**config.mk**
```make
export PLATFORM = sky130hd
export DESIGN_NAME = tag_lookup_ctrl
export DESIGN_NICKNAME = d
export VERILOG_FILES = /design/src/rtl/tag_lookup_pkg.sv /design/src/rtl/tag_victim_sel.sv /design/src/rtl/tag_lookup_ctrl.sv
export SDC_FILE = /design/constraint.sdc
export NUM_CORES = 1
export LEC_CHECK = 0
export ABC_CLOCK_PERIOD_IN_PS = 8440
export CAP_MARGIN = 0
export CORE_MARGIN = 1.5
export CORE_UTILIZATION = 30
export DETAILED_ROUTE_END_ITERATION = 12
export PLACE_DENSITY = 0.49
export SYNTH_ARGS = -nofsm -noshare
export SYNTH_HDL_FRONTEND = slang
export SYNTH_SLANG_ARGS = --single-unit
```
**constraint.sdc**
```tcl
create_clock -name clk -period 8.44 [get_ports clk]
set_input_delay 1.688 -clock clk [delete_from_list [all_inputs] [get_ports clk]]
set_output_delay 1.688 -clock clk [all_outputs]
set_load 0.02 [all_outputs]
```
**src/rtl/tag_lookup_pkg.sv**
```systemverilog
// Shared widths, types and helpers for the tag lookup controller and its victim selector.
package tag_lookup_pkg;

  localparam int TAG_W  = 16;
  localparam int SET_W  = 5;
  localparam int WAY_LG = 3;
  localparam int N_WAY  = 1 << WAY_LG;
  localparam int N_SET  = 1 << SET_W;

  typedef logic [WAY_LG-1:0] way_idx_t;

  typedef struct packed {
    logic             hit;
    way_idx_t         way;
    logic             evict;
    logic [TAG_W-1:0] evict_tag;
    logic [SET_W-1:0] set;
    logic [TAG_W-1:0] tag;
  } resp_t;

  function automatic logic [TAG_W-1:0] way_tag(input logic [N_WAY*TAG_W-1:0] data,
                                               input way_idx_t               way);
    return data[int'(way)*TAG_W +: TAG_W];
  endfunction

endpackage

```
**src/rtl/tag_victim_sel.sv**
```systemverilog
// Victim choice for an allocating miss: lowest invalid way, else the set's round-robin way.
module tag_victim_sel
  import tag_lookup_pkg::*;
(
  input  logic [N_WAY-1:0] valid_bits_i,
  input  way_idx_t         rr_ptr_i,
  output way_idx_t         victim_o,
  output logic             evict_o
);

  // NOTE: both outputs get a default before the loop, so no path leaves them unassigned (no latch).
  always_comb begin
    victim_o = rr_ptr_i;
    evict_o  = 1'b1;
    for (int i = N_WAY - 1; i >= 0; i--) begin
      if (!valid_bits_i[i]) begin
        victim_o = way_idx_t'(i);
        evict_o  = 1'b0;
      end
    end
  end

endmodule

```
**src/rtl/tag_lookup_ctrl.sv**
```systemverilog
// Lookup pipeline (issue, compare, response) in front of one write-first tag memory bank;
// reports hit/way and, on an allocating miss, writes the request tag into a victim way.
module tag_lookup_ctrl
  import tag_lookup_pkg::*;
(
  input  logic                    clk,
  input  logic                    reset,
  input  logic                    req_valid,
  output logic                    req_ready,
  input  logic [SET_W-1:0]        req_set,
  input  logic [TAG_W-1:0]        req_tag,
  input  logic                    req_alloc,
  output logic [SET_W-1:0]        tm_r_addr,
  input  logic [N_WAY*TAG_W-1:0]  tm_r_data,
  input  logic [N_WAY-1:0]        tm_valid_bits,
  output logic                    tm_w_en,
  output logic [SET_W+WAY_LG-1:0] tm_w_addr,
  output logic [TAG_W-1:0]        tm_w_data,
  output logic                    resp_valid,
  input  logic                    resp_ready,
  output logic                    resp_hit,
  output way_idx_t                resp_way,
  output logic                    resp_evict,
  output logic [TAG_W-1:0]        resp_evict_tag,
  output logic [SET_W-1:0]        resp_set,
  output logic [TAG_W-1:0]        resp_tag
);

  logic             s1_valid_q;
  logic [SET_W-1:0] s1_set_q;
  logic [TAG_W-1:0] s1_tag_q;
  logic             s1_alloc_q;
  logic             resp_valid_q;
  resp_t            resp_q;
  resp_t            resp_d;
  way_idx_t         rr_q [N_SET];

  logic             advance;
  logic [N_WAY-1:0] hit_vec;
  logic             s1_hit;
  way_idx_t         hit_way;
  way_idx_t         victim;
  logic             victim_evict;

  assign advance   = !resp_valid_q || resp_ready;
  assign req_ready = reset && (advance || !s1_valid_q);
  // A stalled S1 keeps re-reading its own set so its tag data tracks any bypassed write.
  assign tm_r_addr = req_ready ? req_set : s1_set_q;

  always_comb begin
    hit_vec = '0;
    hit_way = '0;
    for (int i = 0; i < N_WAY; i++) begin
      hit_vec[i] = tm_valid_bits[i] && (way_tag(tm_r_data, way_idx_t'(i)) == s1_tag_q);
    end
    for (int i = N_WAY - 1; i >= 0; i--) begin
      if (hit_vec[i]) hit_way = way_idx_t'(i);
    end
  end

  assign s1_hit = |hit_vec;

  tag_victim_sel u_victim_sel (
    .valid_bits_i (tm_valid_bits),
    .rr_ptr_i     (rr_q[s1_set_q]),
    .victim_o     (victim),
    .evict_o      (victim_evict)
  );

  always_comb begin
    resp_d     = '0;
    resp_d.hit = s1_hit;
    resp_d.set = s1_set_q;
    resp_d.tag = s1_tag_q;
    if (s1_hit) begin
      resp_d.way = hit_way;
    end else if (s1_alloc_q) begin
      resp_d.way   = victim;
      resp_d.evict = victim_evict;
      if (victim_evict) resp_d.evict_tag = way_tag(tm_r_data, victim);
    end
  end

  // Issued only on the cycle S1 hands off, so a stalled miss writes exactly once.
  assign tm_w_en   = reset && s1_valid_q && !s1_hit && s1_alloc_q && advance;
  assign tm_w_addr = {s1_set_q, victim};
  assign tm_w_data = s1_tag_q;

  // NOTE: S1 payload registers are qualified by s1_valid_q, so they carry no reset.
  always_ff @(posedge clk) begin
    if (req_ready) begin
      s1_set_q   <= req_set;
      s1_tag_q   <= req_tag;
      s1_alloc_q <= req_alloc;
    end
  end

  // NOTE: sequential state uses non-blocking assignments so every register sees pre-edge values.
  always_ff @(posedge clk) begin
    if (!reset) begin
      s1_valid_q   <= 1'b0;
      resp_valid_q <= 1'b0;
      resp_q       <= '0;
      // NOTE: rr_q is a small flop array, not a RAM, so it clears in the same reset cycle.
      for (int s = 0; s < N_SET; s++) rr_q[s] <= '0;
    end else begin
      if (req_ready) s1_valid_q <= req_valid;
      if (advance) begin
        resp_valid_q <= s1_valid_q;
        if (s1_valid_q) resp_q <= resp_d;
      end
      if (tm_w_en && victim_evict) rr_q[s1_set_q] <= rr_q[s1_set_q] + way_idx_t'(1);
    end
  end

  assign resp_valid     = resp_valid_q;
  assign resp_hit       = resp_q.hit;
  assign resp_way       = resp_q.way;
  assign resp_evict     = resp_q.evict;
  assign resp_evict_tag = resp_q.evict_tag;
  assign resp_set       = resp_q.set;
  assign resp_tag       = resp_q.tag;

endmodule

```
==> metrics <==
xor-xnor portion of the synthesized cell area 0.1102; area overhead of the layout relative to synthesis 29.11%; Bufs and invs on worst path 2; CTS tree done; total clock buffers created by CTS 17; most common cell type on the critical path sky130_fd_sc_hd__clkdlybuf4s50_1; post-route worst setup slack 2.390 ns; Post-synth EDFFs 113; count of nets after finishing 1400; Routed wire per std cell 22.10 µm; Mapped Area 10250 µm²; share of power burned in the clock network 0.367; fraction of layout instances using a drive strength above 1 0.06880; Initial Utilization 0.3050; post-placement setup slack 2.326 ns; wire length of the first global-routing pass 56360 µm; data required time of the critical path 6.75 ns; share of the clock period used by the worst path after layout 0.7168; total number of H-tree levels 4; total number of placement rows 67; remaining antenna violation count after routing 0; leftover overflow at the end of global routing 0; critical path start-end classification in2out; RSZ-0062 raised after global routing no; cell family with most CP delay simple AND/OR/NAND/NOR gates; utilization after layout 0.3938; number of pins with negative max-slew slack in the final report 0; total iterations of the first detailed-routing run 5; post-layout total power 2.171 mW; Fill cells 3348; setup TNS 0 ns; count of port buffers added during placement 235; final count of hold timing violations 0; core box area 33620 µm²; outcome finished clean; remaining routing DRC violations 0; synthesized instance count 1074; height of the die 187.9 µm; post-synthesis adder-cell area fraction 0.001220; final setup vio count 0; Worst-path clk slew 0.07 ns; clock latency of the later-clocked register in the worst-skew pair 0.44 ns; vias in the first global route 8781; nature of the critical path startpoint input port; post-synthesis area per instance 9.547 µm²; Via-to-Cell Ratio 5.216; headroom to the max-slew limit 0.2499; peak supply drop 0.1390 mV; number of max-cap violations 0; dpl cells 1666; dominant combinational cell family by area after synthesis simple AND/OR/NAND/NOR gates; largest net degree at the start of global routing 63; Worst-Margin Slew 1.125 ns; post-synthesis sequential element count 162; post-DP HPWL 27740 µm; peak fanout along the critical path 6; post-cts hold buffer count 0; Worst EP arrival 4.36 ns; synthesized-area fraction occupied by ao, oa, aoi and oai cells 0.1109; Top FF cell, synth sky130_fd_sc_hd__edfxtp_1; Switch Pwr 638.9 µW; largest clock skew in the final design 0.01134 ns; crit path time final 6.050 ns; RePlAce Congestion 0.9055; cell breakdown of the critical path clkdlybuf4s50_1 -> xor2_1 -> nor4_1 -> nand2_1 -> or4_1 -> nand4_2 -> nor3_1 -> clkdlybuf4s50_1; longest individual stage delay on the worst path 0.62 ns; antenna violations before repair 5; simple logic cell fraction of the synthesized area 0.2002; via total after detailed routing 8883; Pleak 4.494 nW; GRT Util Overall 0.2147; highest clock rate 0.1653 GHz; boundary pin count 236; total detailed-routing wirelength 37640 µm; part of the total power dissipated in sequential elements 0.422; Gates resized, CTS repair 0; multiplexer share of the synthesized area 0.07614; fraction of the yosys area taken by sequential cells 0.4266; FF/Latch Area 4375 µm²; count of placed standard cells in the final layout, fillers left out 1703; net count of the mapped netlist 1237; CP Capture Type output pin; post-CTS setup buffer count 0; worst min-delay path class reg2reg; fraction of registers with async set/reset 0; Design Area, Final 13240 µm²; width of the chip 187.9 µm; net switching fraction of the power 0.2943; Yosys warning total 0; number of distinct library cell variants in the gate-level netlist after synthesis 57; root cell of the clock tree sky130_fd_sc_hd__clkbuf_16; area of the die 35300 µm²; instance area after placement 12620 µm²; Int Power 1.532 mW; combinational power share 0.211; count of clock tree sinks 162; cell with the largest stage delay on the worst path sky130_fd_sc_hd__or4_1; power density cells 164.0 nW/µm²; Hold Worst Slack 0.4477 ns; area taken by multi-input logic gates 5126 µm²; number of DRC markers after the initial detailed-route iteration 670; maximum root-to-sink buffer count 2
[kinds of logic after synthesis]
group,count (synthesis)
xor gates and xnor gates,129
AOI/OAI and AO/OA,182
adders and majority gates,1
buffers and inverters,126
DFF,162
and+or+nand+nor,396
muxes,78
[final timing paths]
kind | from | endpoint | slack, ns | depth (start not counted)
setup / recovery | tm_r_data[82] | tm_w_en | 2.39 | 8
hold / removal | resp_evict_tag[5]$_SDFFE_PN0P_ | resp_evict_tag[5]$_SDFFE_PN0P_ | 0.45 | 2
setup reg to reg | s1_set_q[1]$_DFF_P_ | rr_q[23][2]$_SDFFCE_PN0P_ | 3.98 | 9
hold reg to reg | resp_evict_tag[5]$_SDFFE_PN0P_ | resp_evict_tag[5]$_SDFFE_PN0P_ | 0.45 | 2
[metal layers]
metal / vias up / wire (µm) / GRT usage
li1: 4184 / - / -
met1: 4318 / 17350 / 0.2952
met2: 318 / 16730 / 0.3289
met3: 63 / 2066 / 0.03519
met4: 0 / 1485 / 0.09938
met5: - / 0 / 0
[worst min-delay path, stage by stage (launching register included)]
cell and delay, ns:
sky130_fd_sc_hd__dfxtp_1 0.31, sky130_fd_sc_hd__nand2_1 0.05, sky130_fd_sc_hd__o21ai_1 0.05
[flip-flops by register name (all words and copies together), names as in the netlist]
signal,flops
rr_q,96
resp_evict_tag,16
resp_tag,16
tm_w_data,16
resp_set,5
s1_set_q,5
resp_way,3
resp_evict,1
resp_hit,1
resp_valid,1
s1_alloc_q,1
s1_valid_q,1
[final cells by class]
| type | instances | area share |
|---|---|---|
| clock inverter | 8 | 0.004442 |
| sequential | 162 | 0.3305 |
| clock buffer | 24 | 0.04111 |
| timing repair buffer | 257 | 0.1898 |
| antenna | 5 | 0.0009451 |
| inverter | 13 | 0.003686 |
| multi-input combinational | 786 | 0.3872 |
| tap | 448 | 0.04234 |
[layout by cell type (no fill, tap or decap), types with 3 or more instances in the layout]
cell type and count:
sky130_fd_sc_hd__or4b_1 4, sky130_fd_sc_hd__o21ai_1 20, sky130_fd_sc_hd__or4_1 9, sky130_fd_sc_hd__nand3_1 80, sky130_fd_sc_hd__or3_1 4, sky130_fd_sc_hd__nand2b_1 3
sky130_fd_sc_hd__clkbuf_16 21, sky130_fd_sc_hd__o21ai_0 65, sky130_fd_sc_hd__or4bb_1 7, sky130_fd_sc_hd__inv_2 3, sky130_fd_sc_hd__edfxtp_1 113, sky130_fd_sc_hd__nand2_1 111
sky130_fd_sc_hd__clkdlybuf4s50_1 234, sky130_fd_sc_hd__diode_2 5, sky130_fd_sc_hd__a221o_1 15, sky130_fd_sc_hd__nor2_1 71, sky130_fd_sc_hd__o22ai_1 24, sky130_fd_sc_hd__clkinv_2 3
sky130_fd_sc_hd__xor2_1 66, sky130_fd_sc_hd__nor3_2 12, sky130_fd_sc_hd__nor3_1 26, sky130_fd_sc_hd__and2_1 4, sky130_fd_sc_hd__inv_1 10, sky130_fd_sc_hd__dfxtp_1 48
sky130_fd_sc_hd__a21oi_1 19, sky130_fd_sc_hd__nand4b_1 4, sky130_fd_sc_hd__buf_4 22, sky130_fd_sc_hd__nor4_1 23, sky130_fd_sc_hd__nor2b_1 4, sky130_fd_sc_hd__nand4_1 17
sky130_fd_sc_hd__mux2i_1 78, sky130_fd_sc_hd__xnor2_1 62, sky130_fd_sc_hd__a21boi_0 23
[power groups by stage]
stage / clock (mW) / sequential [mW] / combinational [mW]
final: 0.797 / 0.916 / 0.458
after global placement: 0 / 0.932 / 0.458
after detailed placement: 0 / 0.933 / 0.458
after CTS: 0.815 / 0.915 / 0.460
after floorplan: 0 / 0.911 / 0.273
after global routing: 0.848 / 0.919 / 0.493
[cell usage after synthesis, types with 3 or more instances]
master,count,share of area
sky130_fd_sc_hd__buf_2,15,0.0073
sky130_fd_sc_hd__clkbuf_1,46,0.017
sky130_fd_sc_hd__o22ai_1,24,0.015
sky130_fd_sc_hd__nor2b_1,5,0.0031
sky130_fd_sc_hd__nand3_1,80,0.039
sky130_fd_sc_hd__buf_6,20,0.022
sky130_fd_sc_hd__nor4_1,23,0.014
sky130_fd_sc_hd__or4bb_1,7,0.0077
sky130_fd_sc_hd__a221o_1,15,0.015
sky130_fd_sc_hd__nor3_2,12,0.012
sky130_fd_sc_hd__edfxtp_1,113,0.33
sky130_fd_sc_hd__nand4_1,17,0.010
sky130_fd_sc_hd__nand2b_1,3,0.0018
sky130_fd_sc_hd__mux2i_1,78,0.076
sky130_fd_sc_hd__nor3_1,26,0.013
sky130_fd_sc_hd__o21ai_0,65,0.032
sky130_fd_sc_hd__a21oi_1,19,0.0093
sky130_fd_sc_hd__or4_1,9,0.0066
sky130_fd_sc_hd__inv_2,3,0.0011
sky130_fd_sc_hd__inv_1,10,0.0037
sky130_fd_sc_hd__a21boi_0,23,0.017
sky130_fd_sc_hd__nand4b_1,4,0.0034
sky130_fd_sc_hd__nor2_1,72,0.026
sky130_fd_sc_hd__xnor2_1,63,0.054
sky130_fd_sc_hd__and2_1,4,0.0024
sky130_fd_sc_hd__or4b_1,4,0.0039
sky130_fd_sc_hd__or3_1,4,0.0024
sky130_fd_sc_hd__nand2_1,111,0.041
sky130_fd_sc_hd__o21ai_1,20,0.0098
sky130_fd_sc_hd__xor2_1,66,0.056
sky130_fd_sc_hd__dfxtp_1,49,0.096
sky130_fd_sc_hd__buf_4,30,0.022
(Power assumes the default switching activity.)
